**config.mk**
```make
export PLATFORM = sky130hd
export DESIGN_NAME = bcd_speed_ctrl
export DESIGN_NICKNAME = d
export VERILOG_FILES = /design/src/rtl/bcd_ctrl_pkg.sv /design/src/rtl/bcd_tick_gen.sv /design/src/rtl/bcd_speed_ctrl.sv
export SDC_FILE = /design/constraint.sdc
export NUM_CORES = 1
export LEC_CHECK = 0
export CAP_MARGIN = 30
export CORE_MARGIN = 3
export CORE_UTILIZATION = 30
export DETAILED_ROUTE_END_ITERATION = 8
export HOLD_SLACK_MARGIN = 0.1
export PLACE_DENSITY = 0.67
export SLEW_MARGIN = 20
export SYNTH_ARGS = -nofsm -noshare
export SYNTH_HDL_FRONTEND = slang
export SYNTH_HIERARCHICAL = 1
export SYNTH_SLANG_ARGS = --single-unit
```
**constraint.sdc**
```tcl
create_clock -name clk -period 1.9 [get_ports clk]
set_input_delay 0.19 -clock clk [delete_from_list [all_inputs] [get_ports clk]]
set_output_delay 0.19 -clock clk [all_outputs]
set_load 0.02 [all_outputs]
```
**src/rtl/bcd_ctrl_pkg.sv**
```systemverilog
`default_nettype none
// ============================================================================
//  Module      : bcd_ctrl_pkg
//  Description : Shared types and constants for the BCD speed controller:
//                FSM state encoding, default slow-mode divide ratio and the
//                largest legal BCD digit, plus a two-digit validity helper.
//  Revision    : 1.0 - initial release
// ============================================================================
package bcd_ctrl_pkg;

    typedef enum logic [0:0] {
        IDLE = 1'b0,
        RUN  = 1'b1
    } state_t;

    localparam int unsigned c_DIV_SLOW_DEFAULT = 4;
    localparam logic [3:0]  c_BCD_DIGIT_MAX    = 4'd9;

    // True when both nibbles of a two-digit BCD value are 0..9.
    function automatic logic bcd_valid(input logic [7:0] value);
        return (value[7:4] <= c_BCD_DIGIT_MAX) && (value[3:0] <= c_BCD_DIGIT_MAX);
    endfunction

endpackage
`default_nettype wire

```
**src/rtl/bcd_tick_gen.sv**
```systemverilog
`default_nettype none
// ============================================================================
//  Module      : bcd_tick_gen
//  Description : Prescaler and tick-enable generator. In fast mode every
//                cycle is a tick; in slow mode a tick occurs when the
//                prescaler reaches DIV_SLOW-1.
//  Ports       : clk, rst (async, active-low)
//                run        - controller is (or will be) in RUN next cycle
//                speed      - currently applied speed (0 fast, 1 slow)
//                speed_load - speed register loads this cycle
//                tick       - clock-enable for the controlled counter
//  Revision    : 1.0 - initial release
// ============================================================================
module bcd_tick_gen #(
    parameter int unsigned DIV_SLOW = 4
) (
    input  logic clk,
    input  logic rst,
    input  logic run,
    input  logic speed,
    input  logic speed_load,
    output logic tick
);

    // 4 bits covers the largest legal DIV_SLOW of 16.
    localparam logic [3:0] c_PSC_MAX = 4'(DIV_SLOW - 1);

    logic [3:0] r_psc;

    // The prescaler restarts whenever the applied speed is (re)loaded, so a
    // speed change always begins a fresh slow period.
    always_ff @(posedge clk or negedge rst) begin
        if (!rst) begin
            r_psc <= 4'd0;
        end else if (!run || speed_load) begin
            r_psc <= 4'd0;
        end else if (speed) begin
            r_psc <= r_psc + 4'd1;
        end
    end

    assign tick = !speed || (r_psc == c_PSC_MAX);

endmodule
`default_nettype wire

```
**src/rtl/bcd_speed_ctrl.sv**
```systemverilog
`default_nettype none
// ============================================================================
//  Module      : bcd_speed_ctrl
//  Description : Two-state run controller for an external two-digit BCD
//                counter. Issues increment / clear enables at a fast or
//                slow tick rate, detects the terminal value and either
//                stops or wraps. The clock itself is never gated.
//  Ports       : clk, rst (async, active-low)
//                start/stop/clear - one-cycle control pulses (clear > stop > start)
//                sel              - requested speed, mode_wrap - wrap at target
//                target, cnt_val  - BCD terminal value and current count
//                cnt_en, cnt_clr  - counter enables; busy, done, speed, err
//  Revision    : 1.0 - initial release
// ============================================================================
module bcd_speed_ctrl
    import bcd_ctrl_pkg::*;
#(
    parameter int unsigned DIV_SLOW = c_DIV_SLOW_DEFAULT
) (
    input  logic       clk,
    input  logic       rst,
    input  logic       start,
    input  logic       stop,
    input  logic       clear,
    input  logic       sel,
    input  logic       mode_wrap,
    input  logic [7:0] target,
    input  logic [7:0] cnt_val,
    output logic       cnt_en,
    output logic       cnt_clr,
    output logic       busy,
    output logic       done,
    output logic       speed,
    output logic       err
);

    state_t r_state;
    state_t w_state_next;
    logic   r_speed;
    logic   r_err;

    logic   w_run;
    logic   w_tick;
    logic   w_at_target;
    logic   w_start_req;
    logic   w_active;
    logic   w_speed_load;
    logic   w_next_run;

    assign w_run       = (r_state == RUN);
    assign w_at_target = (cnt_val == target);

    // A start only counts when no higher-priority pulse is present.
    assign w_start_req = start && !clear && !stop;

    // A tick cycle in RUN that is not being aborted by clear or stop.
    assign w_active = w_run && w_tick && !clear && !stop;

    // Speed follows sel freely while idle, but only changes on tick
    // boundaries while running so a slow period is never cut short.
    assign w_speed_load = !w_run || w_tick;
    assign w_next_run   = (w_state_next == RUN);

    always_comb begin
        w_state_next = r_state;
        if (clear) begin
            w_state_next = IDLE;
        end else if (w_run) begin
            if (stop || (w_active && w_at_target && !mode_wrap)) begin
                w_state_next = IDLE;
            end
        end else if (w_start_req && bcd_valid(target)) begin
            w_state_next = RUN;
        end
    end

    always_ff @(posedge clk or negedge rst) begin
        if (!rst) begin
            r_state <= IDLE;
            r_speed <= 1'b0;
            r_err   <= 1'b0;
        end else begin
            r_state <= w_state_next;
            if (w_speed_load) begin
                r_speed <= sel;
            end
            if (clear) begin
                r_err <= 1'b0;
            end else if (w_start_req && !bcd_valid(target)) begin
                r_err <= 1'b1;
            end
        end
    end

    bcd_tick_gen #(
        .DIV_SLOW   (DIV_SLOW)
    ) u_tick_gen (
        .clk        (clk),
        .rst        (rst),
        .run        (w_next_run),
        .speed      (r_speed),
        .speed_load (w_speed_load),
        .tick       (w_tick)
    );

    assign cnt_en  = w_active && !w_at_target;
    assign done    = w_active && w_at_target;
    // clear is the only path to cnt_clr outside RUN; it is masked during
    // reset so every output is quiet while rst is held low.
    assign cnt_clr = (clear && rst) || done;
    assign busy    = w_run;
    assign speed   = r_speed;
    assign err     = r_err;

endmodule
`default_nettype wire

```
==> summary.md, run 1 <==
| Metric | Value |
|---|---|
| Mapped Cells | `50` |
| Routability cong. | `0.718` |
| Initial antenna violation count | `0` |
| Clock root cell | `clkbuf_4` |
| Worst hold-check path type | `input port to async pin` |
| Critical path class | `flop to output pin` |
| Port bufs | `28` |
| Routed wire length | `approximately 1.6 mm` |
| DR vias | `~550` |
| Die X-Extent | `around 46 um` |
| Maximum VDD drop | `0.000314 V` |
| First-pass GRT wire length | `2.34 mm` |
| Worst-case reg-to-reg path depth | `7` |
| Fillers | `120` |
| Layout cells sized above 1 | `0.354` |
| Max_cap viols | `0` |
| Reg-to-Reg End | `u_tick_gen/r_psc[1]$_DFFE_PN0P_` |
| Fin crit share | `0.970` |
| Most frequent cells in the layout | `15 x buf_4, 10 x clkdlybuf4s50_1, 8 x dlygate4sd2_1` |
| Core box area | `about 1400 um2` |
| Highest clock rate | `~0.54 GHz` |
| Fin worst setup slack | `roughly 0.058 ns` |
| PD cells | `about 420 nW/um2` |
| Largest net degree at the start of global routing | `8` |
| DRT Pass-1 Iters | `4` |
| Post-DP HPWL | `~1.2 mm` |
| Vias in the first global route | `544` |
| CTS tree | `built` |
| R2r startpoint | `u_tick_gen/r_psc[0]$_DFFE_PN0P_` |
| Vias per cell | `slightly below 5` |
| Max_slew headroom | `0.803` |
| Syn Area/Cell | `between 9 and 10 um2` |
| Gr ovfl total | `0` |
| Final Hold Vio Count | `0` |
| Syn nets | `74` |
| Final Max Slew Viols | `0` |
| Post-route minimum period | `between 1.5 and 2 ns` |
| Final setup vio count | `0` |
| Placed inst area | `866 um2` |
| Distinct cells, synth | `25` |
| Skew final | `approximately 0.0084 ns` |
| GRT Util Overall | `0.160` |
| Post-route cell area | `993 um2` |
| Die height | `approximately 46 um` |
| Run status | `finished, final reports clean` |
| Leakage | `around 0.50 nW` |
| YS warnings | `6` |
| RSZ-0062 raised after global routing | `yes` |
| # diodes | `0` |
| CTS max path bufs | `2` |
| Seq/Total Area, Yosys | `0.363` |
| Critical path peak fanout | `3` |
| Starting Density | `0.345` |
| Synth Cell Area | `a little under 500 um2` |
| Post-placement worst setup slack | `-0.630 ns` |
| Initial DRC Count | `17` |
| Reg clk slew, reported paths | `0.06 ns` |
| Die area | `2130 um2` |
| CTS sink count | `7` |
| DRC Markers | `0` |
| Io pins | `29` |
| Crit path required time | `about 1.7 ns` |
| Layout Nets | `121` |
| CTS Buf Count | `3` |
| Worst skew pair latency | `roughly 0.25 ns` |
| Commonest non-fill, non-tap cell in the layout | `buf_4` |
| Placement Rows | `13` |
| CP Capture Type | `output pin` |
| Synth Register Bits | `7` |
| DR WL/cell | `roughly 15 um` |
| Number of routed nets with antenna violations | `0` |
| Internal reg-to-reg setup slack | `around 0.33 ns` |
| Worst slew pin tran | `between 0.2 and 0.3 ns` |
| CP arrival | `between 1.5 and 2 ns` |
| # hold bufs at CTS | `0` |
| Htree depth | `1` |
| Critical path startpoint category | `flop` |
| Syn-to-layout area delta | `106%` |
cell families (layout without fill, tap and decap cells):
kind of cell | Yosys count | in the layout | share of synthesized area
simple gates | 17 | 17 | 0.194
compound gates | 10 | 10 | 0.163
xor+xnor | 9 | 9 | 0.163
flops | 7 | 7 | 0.363
mux | 3 | 3 | 0.0648
buf+inv | 3 | 49 | 0.0259
fa+ha+maj | 1 | 1 | 0.0259
layer usage:
metal | track usage | share of wire
met3 | 0.0703 | 0.040
met2 | 0.269 | 0.52
met5 | 0 | 0
met1 | 0.185 | 0.43
met4 | 0.0341 | 0
worst max path at each step:
stage                                               start      end  slack (ns)  depth (start not counted)
final                     u_tick_gen/r_psc[0]$_DFFE_PN0P_  cnt_clr        0.06                          7
after global routing      u_tick_gen/r_psc[0]$_DFFE_PN0P_  cnt_clr       -0.05                          7
after CTS                 u_tick_gen/r_psc[0]$_DFFE_PN0P_  cnt_clr       -0.02                          7
after detailed placement                        target[2]     done       -0.63                          6
after global placement                          target[2]  cnt_clr       -0.60                          6
after floorplan           u_tick_gen/r_psc[0]$_DFFE_PN0P_     done        0.12                          5
synth_stat cells:
master     count  area share
a2111oi_0      1       0.018
a21bo_2        1       0.021
a21oi_1        1       0.010
a31oi_1        2       0.026
buf_2          1       0.010
dfrtp_1        7        0.36
ha_1           1       0.026
inv_1          2       0.016
mux2_2         1       0.023
mux2i_1        2       0.041
nand2_1        4       0.031
nand2b_1       1       0.013
nand3b_1       2       0.031
nand4_1        1       0.013
nor2_1         3       0.023
nor3_1         1       0.010
nor4_1         3       0.039
o21ai_0        2       0.021
o31a_1         1       0.018
o31ai_1        1       0.016
o41ai_2        1       0.034
or2b_1         1       0.016
or3b_1         1       0.018
xnor2_1        1       0.018
xor2_1         8        0.15
sequential cells by signal, indices dropped and copies added, names as in the netlist:
signal            flops
u_tick_gen/r_psc      4
busy                  1
err                   1
speed                 1
power breakdown:
part | internal [mW] | switching (mW) | leakage [nW]
Clock | 0.0802 | 0.0557 | 0.0150
Combinational | 0.0698 | 0.0539 | 0.393
Sequential | 0.153 | 0.00304 | 0.0947
critical path: stages, from the launching register on:
cell and delay, ns:
dfrtp_1 0.39, ha_4 0.16, inv_2 0.04, o31ai_4 0.19
nand2_2 0.11, buf_6 0.13, o41ai_2 0.17, buf_2 0.21
layout make-up:
class                   instances  area (um2)  share of cell area
inverters                       2        7.51             0.00756
repair buffers                 43         392               0.394
clock buffers                   4        26.3              0.0264
well taps                      15        18.8              0.0189
flip-flops and latches          7         175               0.176
multi-input cells              40         374               0.377
stage by stage:
step	cells	TNS [ns]	power, mW	util	hold WS [ns]
CTS	109	-0.0157	0.413	0.660	0.277
detailed placement	103	-2.30	0.273	0.619	0.510
finish	111	0	0.415	0.710	0.310
global placement	103	-2.28	0.271	0.619	0.490
global route	111	-0.0864	0.443	0.710	0.288
floorplan	50	0	0.193	-	-0.106
timing repair:
item                                    4_1_cts  5_1_grt
resized for setup                            32       13
hold endpoints to repair                      0        0
pin swaps                                     6        3
endpoints found under the setup margin        3        3
setup buffers                                 2        2
Note: power is estimated with default switching activity, not from simulation.
==> run 2: changes to the inputs <==
--- a/config.mk
+++ b/config.mk
@@ -5,12 +5,15 @@
 export SDC_FILE = /design/constraint.sdc
 export NUM_CORES = 1
 export LEC_CHECK = 0
+export ABC_CLOCK_PERIOD_IN_PS = 1900
 export CAP_MARGIN = 30
+export CORE_ASPECT_RATIO = 1.1
 export CORE_MARGIN = 3
 export CORE_UTILIZATION = 30
 export DETAILED_ROUTE_END_ITERATION = 8
 export HOLD_SLACK_MARGIN = 0.1
 export PLACE_DENSITY = 0.67
+export SKIP_LAST_GASP = 1
 export SLEW_MARGIN = 20
 export SYNTH_ARGS = -nofsm -noshare
 export SYNTH_HDL_FRONTEND = slang
==> summary.md, run 2 (same netlist as run 1, synthesis figures left out) <==
| Metric | Value |
|---|---|
| CP arrival | `1.69 ns (was 1.65 ns)` |
| DR vias | `566 (was 551)` |
| DRC Markers | `0 (unchanged)` |
| Number of routed nets with antenna violations | `0 (unchanged)` |
| Htree depth | `1 (unchanged)` |
| WL met3 | `210 um (was 65 um)` |
| Worst slew pin tran | `0.342 ns (was 0.293 ns)` |
| # diodes | `0 (unchanged)` |
| First-pass GRT wire length | `2.30 mm (was 2.34 mm)` |
| Most frequent cells in the layout | `16 x dlymetal6s2s_1, 16 x buf_4, 9 x clkdlybuf4s50_1 (was 15 x buf_4, 10 x clkdlybuf4s50_1, 8 x dlygate4sd2_1)` |
| Fin crit share | `0.990 (was 0.970)` |
| DRT Pass-1 Iters | `4 (unchanged)` |
| Fin worst setup slack | `0.0190 ns (was 0.0575 ns)` |
| Vias per cell | `5.05 (was 4.96)` |
| Setup TNS | `0 ns (unchanged)` |
| CTS Buf Count | `3 (unchanged)` |
| Max Used Layer | `met4 (was met3)` |
| Crit path required time | `1.71 ns (about the same)` |
| Highest clock rate | `0.532 GHz (was 0.543 GHz)` |
| Final Core Density | `0.720 (was 0.710)` |
| Final Hold Vio Count | `0 (unchanged)` |
| Leakage | `0.580 nW (was 0.503 nW)` |
| Placement Rows | `14 (was 13)` |
| Internal reg-to-reg setup slack | `0.20 ns (was 0.33 ns)` |
| Maximum VDD drop | `0.000397 V (was 0.000314 V)` |
| Largest net degree at the start of global routing | `8 (unchanged)` |
| Skew final | `0.00134 ns (was 0.00844 ns)` |
| Syn-to-layout area delta | `114% (was 106%)` |
| R2r startpoint | `u_tick_gen/r_psc[1]$_DFFE_PN0P_ (was u_tick_gen/r_psc[0]$_DFFE_PN0P_)` |
| Run status | `finished, final reports clean (unchanged)` |
| Post-route cell area | `1030 um2 (was 993 um2)` |
| Layout Nets | `121 (unchanged)` |
| Routed wire length | `1.65 mm (was 1.62 mm)` |
| Post-DP HPWL | `1.29 mm (was 1.19 mm)` |
| Routability cong. | `0.659 (was 0.718)` |
| Max reg flops | `4 (unchanged)` |
| CP endpoint | `cnt_clr (unchanged)` |
| CTS sink count | `7 (unchanged)` |
| Die height | `48.1 um (was 46.1 um)` |
| # hold bufs at CTS | `0 (unchanged)` |
| Reg-to-Reg End | `u_tick_gen/r_psc[1]$_DFFE_PN0P_ (unchanged)` |
| Critical path class | `flop to output pin (unchanged)` |
| Io pins | `29 (unchanged)` |
| Starting Density | `0.336 (was 0.345)` |
| Initial antenna violation count | `0 (unchanged)` |
| CTS tree | `built (unchanged)` |
| CTS max path bufs | `2 (unchanged)` |
| GRT Util Overall | `0.154 (was 0.160)` |
| DR WL/cell | `14.7 um (was 14.6 um)` |
| Crit path launch | `u_tick_gen/r_psc[1]$_DFFE_PN0P_ (was u_tick_gen/r_psc[0]$_DFFE_PN0P_)` |
| Top reg by flops | `u_tick_gen/r_psc (unchanged)` |
| Core box area | `1440 um2 (was 1400 um2)` |
| Vias in the first global route | `566 (was 544)` |
| Hold slack | `0.255 ns (was 0.310 ns)` |
| Final Max Slew Viols | `0 (unchanged)` |
| Post-route minimum period | `1.88 ns (was 1.84 ns)` |
| Gr ovfl total | `0 (unchanged)` |
| Layout cells sized above 1 | `0.354 (unchanged)` |
| Placed inst area | `890 um2 (was 866 um2)` |
| PD cells | `410 nW/um2 (was 418 nW/um2)` |
| Post-placement worst setup slack | `-0.582 ns (was -0.630 ns)` |
| Die X-Extent | `44.3 um (was 46.1 um)` |
| Die area | `2130 um2 (about the same)` |
| Reg clk slew, reported paths | `0.05 ns (was 0.06 ns)` |
| Initial DRC Count | `1 (was 17)` |
| Max_slew headroom | `0.770 (was 0.803)` |
| Worst-case reg-to-reg path depth | `8 (was 7)` |
| Clock root cell | `clkbuf_4 (unchanged)` |
| RSZ-0062 raised after global routing | `yes (unchanged)` |
| Critical path startpoint category | `flop (unchanged)` |
| Critical path peak fanout | `3 (unchanged)` |
| Met2 WL | `817 um (was 849 um)` |
| Port bufs | `28 (unchanged)` |
| Worst skew pair latency | `0.26 ns (was 0.25 ns)` |
| Max_cap viols | `0 (unchanged)` |
| Worst hold-check path type | `input port to async pin (unchanged)` |
| Met1 wire length | `593 um (was 704 um)` |
| CP Capture Type | `output pin (unchanged)` |
| Final setup vio count | `0 (unchanged)` |
-- run 2: per-layer routing --
metal / vias up / track usage
li1: 273 / -
met1: 260 / 0.150
met2: 31 / 0.279
met3: 2 / 0.0489
met4: 0 / 0.108
met5: - / 0
-- run 2: layout make-up --
cell class                 count  area, um2
timing repair buffer          43        433
fill                         109        402
multi-input combinational     40        373
sequential                     7        175
clock buffer                   4       26.3
tap                           16       20.0
inverter                       2       7.51
-- run 2: through the flow --
step | std cells | total power, mW
CTS | 111 | 0.424
floorplan | 50 | 0.193
finish | 112 | 0.424
global placement | 107 | 0.274
detailed placement | 107 | 0.276
global route | 112 | 0.446
-- run 2: what timing repair did --
| action | in CTS | in global routing |
|---|---|---|
| resized for setup | 19 | 30 |
| buffers inserted | 0 | 1 |
| gates cloned | 0 | 0 |
| setup endpoints to repair | 3 | 4 |
| pin swaps | 4 | 10 |
-- run 2: where the power goes --
group	switching, mW	leakage, nW	internal, mW	total [mW]
Clock	0.0607	0.0150	0.0805	0.141
Sequential	0.00250	0.0947	0.153	0.155
Combinational	0.0550	0.470	0.0732	0.128
Total	0.118	0.580	0.306	0.424
-- run 2: worst min-delay path by stage --
stage,depth (start not counted),to,slack [ns]
after global placement,2,err$_DFFE_PN0P_,0.50
after detailed placement,2,err$_DFFE_PN0P_,0.49
after floorplan,0,busy$_DFF_PN0_,-0.11
final,2,err$_DFFE_PN0P_,0.25
after global routing,2,err$_DFFE_PN0P_,0.26
after CTS,2,err$_DFFE_PN0P_,0.25
-- run 2: critical path: stages (launching register included) --
cell and delay [ns]:
dfrtp_1 0.36, ha_2 0.19, inv_2 0.04, o31ai_4 0.22
nand2_2 0.09, buf_6 0.13, o41ai_2 0.20, buf_4 0.19
==> run 3: changes to the inputs <==
--- a/config.mk
+++ b/config.mk
@@ -13,6 +13,7 @@
 export DETAILED_ROUTE_END_ITERATION = 8
 export HOLD_SLACK_MARGIN = 0.1
 export PLACE_DENSITY = 0.67
+export REMOVE_ABC_BUFFERS = 1
 export SKIP_LAST_GASP = 1
 export SLEW_MARGIN = 20
 export SYNTH_ARGS = -nofsm -noshare
==> summary.md, run 3 (same netlist as run 1, synthesis figures left out) <==
| Metric | Value |
|---|---|
| Syn-to-layout area delta | `99.2% (was 114%)` |
| Core box area | `1440 um2 (unchanged)` |
| Routed wire length | `1.58 mm (was 1.65 mm)` |
| DR WL/cell | `14.0 um (was 14.7 um)` |
| CTS max path bufs | `2 (unchanged)` |
| CP Capture Type | `output pin (unchanged)` |
| Commonest non-fill, non-tap cell in the layout | `clkdlybuf4s50_1` |
| Final setup vio count | `3 (was 0)` |
| Routability cong. | `0.678 (was 0.659)` |
| Critical path class | `flop to output pin (unchanged)` |
| Clock power share | `0.317 (was 0.333)` |
| First-pass GRT wire length | `2.25 mm (was 2.30 mm)` |
| R2r startpoint | `u_tick_gen/r_psc[0]$_DFFE_PN0P_ (was u_tick_gen/r_psc[1]$_DFFE_PN0P_)` |
| Number of routed nets with antenna violations | `0 (unchanged)` |
| Hold slack | `0.269 ns (was 0.255 ns)` |
| Register share of total power | `0.377 (was 0.365)` |
| RSZ-0062 raised after global routing | `yes (unchanged)` |
| Die X-Extent | `44.3 um (unchanged)` |
| Critical path peak fanout | `3 (unchanged)` |
| Initial antenna violation count | `0 (unchanged)` |
| Psw | `0.102 mW (was 0.118 mW)` |
| Initial DRC Count | `4 (was 1)` |
| Placement Rows | `14 (unchanged)` |
| Sw frac | `0.248 (was 0.278)` |
| Critical path startpoint category | `flop (unchanged)` |
| Skew final | `0.00303 ns (was 0.00134 ns)` |
| Maximum VDD drop | `0.000384 V (was 0.000397 V)` |
| Post-route minimum period | `1.97 ns (was 1.88 ns)` |
| Die height | `48.1 um (unchanged)` |
| DR vias | `571 (was 566)` |
| Leakage | `0.414 nW (was 0.580 nW)` |
| Pint | `0.310 mW (was 0.306 mW)` |
| Vias per cell | `5.05 (about the same)` |
| Violated checks | `setup timing` |
| Io pins | `29 (unchanged)` |
| Post-placement worst setup slack | `-0.622 ns (was -0.582 ns)` |
| Max reg flops | `4 (unchanged)` |
| Internal reg-to-reg setup slack | `0.16 ns (was 0.20 ns)` |
| Run status | `finished, violations left (was finished, final reports clean)` |
| Largest net degree at the start of global routing | `8 (unchanged)` |
| # diodes | `0 (unchanged)` |
| Top reg by flops | `u_tick_gen/r_psc (unchanged)` |
| Htree depth | `1 (unchanged)` |
| Worst skew pair latency | `0.25 ns (was 0.26 ns)` |
| PD cells | `428 nW/um2 (was 410 nW/um2)` |
| Reg clk slew, reported paths | `0.05 ns (about the same)` |
| Worst slew pin tran | `0.323 ns (was 0.342 ns)` |
| GRT Util Overall | `0.147 (was 0.154)` |
| Most frequent cells in the layout | `25 x clkdlybuf4s50_1, 17 x buf_4, 8 x xor2_1 (was 16 x dlymetal6s2s_1, 16 x buf_4, 9 x clkdlybuf4s50_1)` |
| Final Max Slew Viols | `0 (unchanged)` |
| Max_slew headroom | `0.782 (was 0.770)` |
| Gr ovfl total | `0 (unchanged)` |
| Layout cells sized above 1 | `0.340 (was 0.354)` |
| Vias in the first global route | `574 (was 566)` |
| CTS sink count | `7 (unchanged)` |
| Worst hold-check path type | `input port to async pin (unchanged)` |
| CTS Buf Count | `3 (unchanged)` |
| Reg-to-Reg End | `u_tick_gen/r_psc[2]$_DFFE_PN0P_ (was u_tick_gen/r_psc[1]$_DFFE_PN0P_)` |
| Die area | `2130 um2 (unchanged)` |
| Layout Nets | `122 (was 121)` |
| Post-DP HPWL | `1.20 mm (was 1.29 mm)` |
| DRC Markers | `0 (unchanged)` |
| Final Hold Vio Count | `0 (unchanged)` |
| Starting Density | `0.336 (unchanged)` |
| CTS tree | `built (unchanged)` |
| Combinational power share | `0.307 (was 0.302)` |
| Fin crit share | `1.04 (was 0.990)` |
| Max_cap viols | `0 (unchanged)` |
| CP arrival | `1.78 ns (was 1.69 ns)` |
| Highest clock rate | `0.507 GHz (was 0.532 GHz)` |
| # hold bufs at CTS | `0 (unchanged)` |
| Total power | `0.412 mW (was 0.424 mW)` |
| Port bufs | `28 (unchanged)` |
| DRT Pass-1 Iters | `3 (was 4)` |
| Clock root cell | `clkbuf_4 (unchanged)` |
| Fin worst setup slack | `-0.0717 ns (was 0.0190 ns)` |
| Crit path required time | `1.71 ns (about the same)` |
| Setup TNS | `-0.125 ns (was 0 ns)` |
| Worst-case reg-to-reg path depth | `8 (unchanged)` |
run 3: repair_timing:
item | CTS | global route
setup endpoints to repair | 3 | 3
buffers inserted | 2 | 1
gates resized for setup | 22 | 5
pin swaps | 6 | 6
run 3: per-layer routing:
layer | global-route usage | vias up | share of wire | wire (um)
met2 | 0.291 | 28 | 0.50 | 789
li1 | - | 278 | - | -
met3 | 0.0526 | 0 | 0.12 | 188
met4 | 0.0542 | 0 | 0 | 0
met5 | 0 | - | 0 | 0
met1 | 0.140 | 265 | 0.38 | 602
run 3: worst max-delay path by stage:
stage / slack (ns) / endpoint / start
after floorplan: -0.36 / cnt_en / u_tick_gen/r_psc[0]$_DFFE_PN0P_
final: -0.07 / cnt_clr / u_tick_gen/r_psc[0]$_DFFE_PN0P_
after global placement: -0.59 / cnt_clr / target[7]
after CTS: -0.05 / cnt_clr / u_tick_gen/r_psc[0]$_DFFE_PN0P_
after detailed placement: -0.62 / cnt_clr / target[7]
after global routing: -0.18 / cnt_clr / u_tick_gen/r_psc[0]$_DFFE_PN0P_
run 3: power groups by stage:
stage	clock [mW]	sequential, mW	combinational, mW
2_1_floorplan	0	0.163	0.0280
3_3_place_gp	0	0.157	0.115
3_5_place_dp	0	0.157	0.116
4_1_cts	0.139	0.155	0.124
5_1_grt	0.145	0.156	0.134
6_report	0.130	0.155	0.126
run 3: layout make-up:
| type | instances | area [um2] |
|---|---|---|
| flip-flops and latches | 7 | 175 |
| well taps | 16 | 20.0 |
| multi-input cells | 40 | 339 |
| repair buffers | 44 | 394 |
| fillers | 128 | 474 |
| inverters | 2 | 7.51 |
| clock buffers | 4 | 26.3 |
run 3: stage by stage:
| step | instance area [um2] | cells | util |
|---|---|---|---|
| floorplan | 478 | 49 | - |
| global placement | 876 | 106 | 0.610 |
| detailed placement | 876 | 106 | 0.610 |
| CTS | 932 | 112 | 0.649 |
| global route | 962 | 113 | 0.670 |
| finish | 962 | 113 | 0.670 |
run 3: worst max-delay path: stages, from the launching register on:
cell     delay [ns]
dfrtp_1        0.36
ha_2           0.20
inv_2          0.05
o31ai_4        0.24
nand2_2        0.10
buf_6          0.13
o41ai_2        0.24
buf_2          0.20
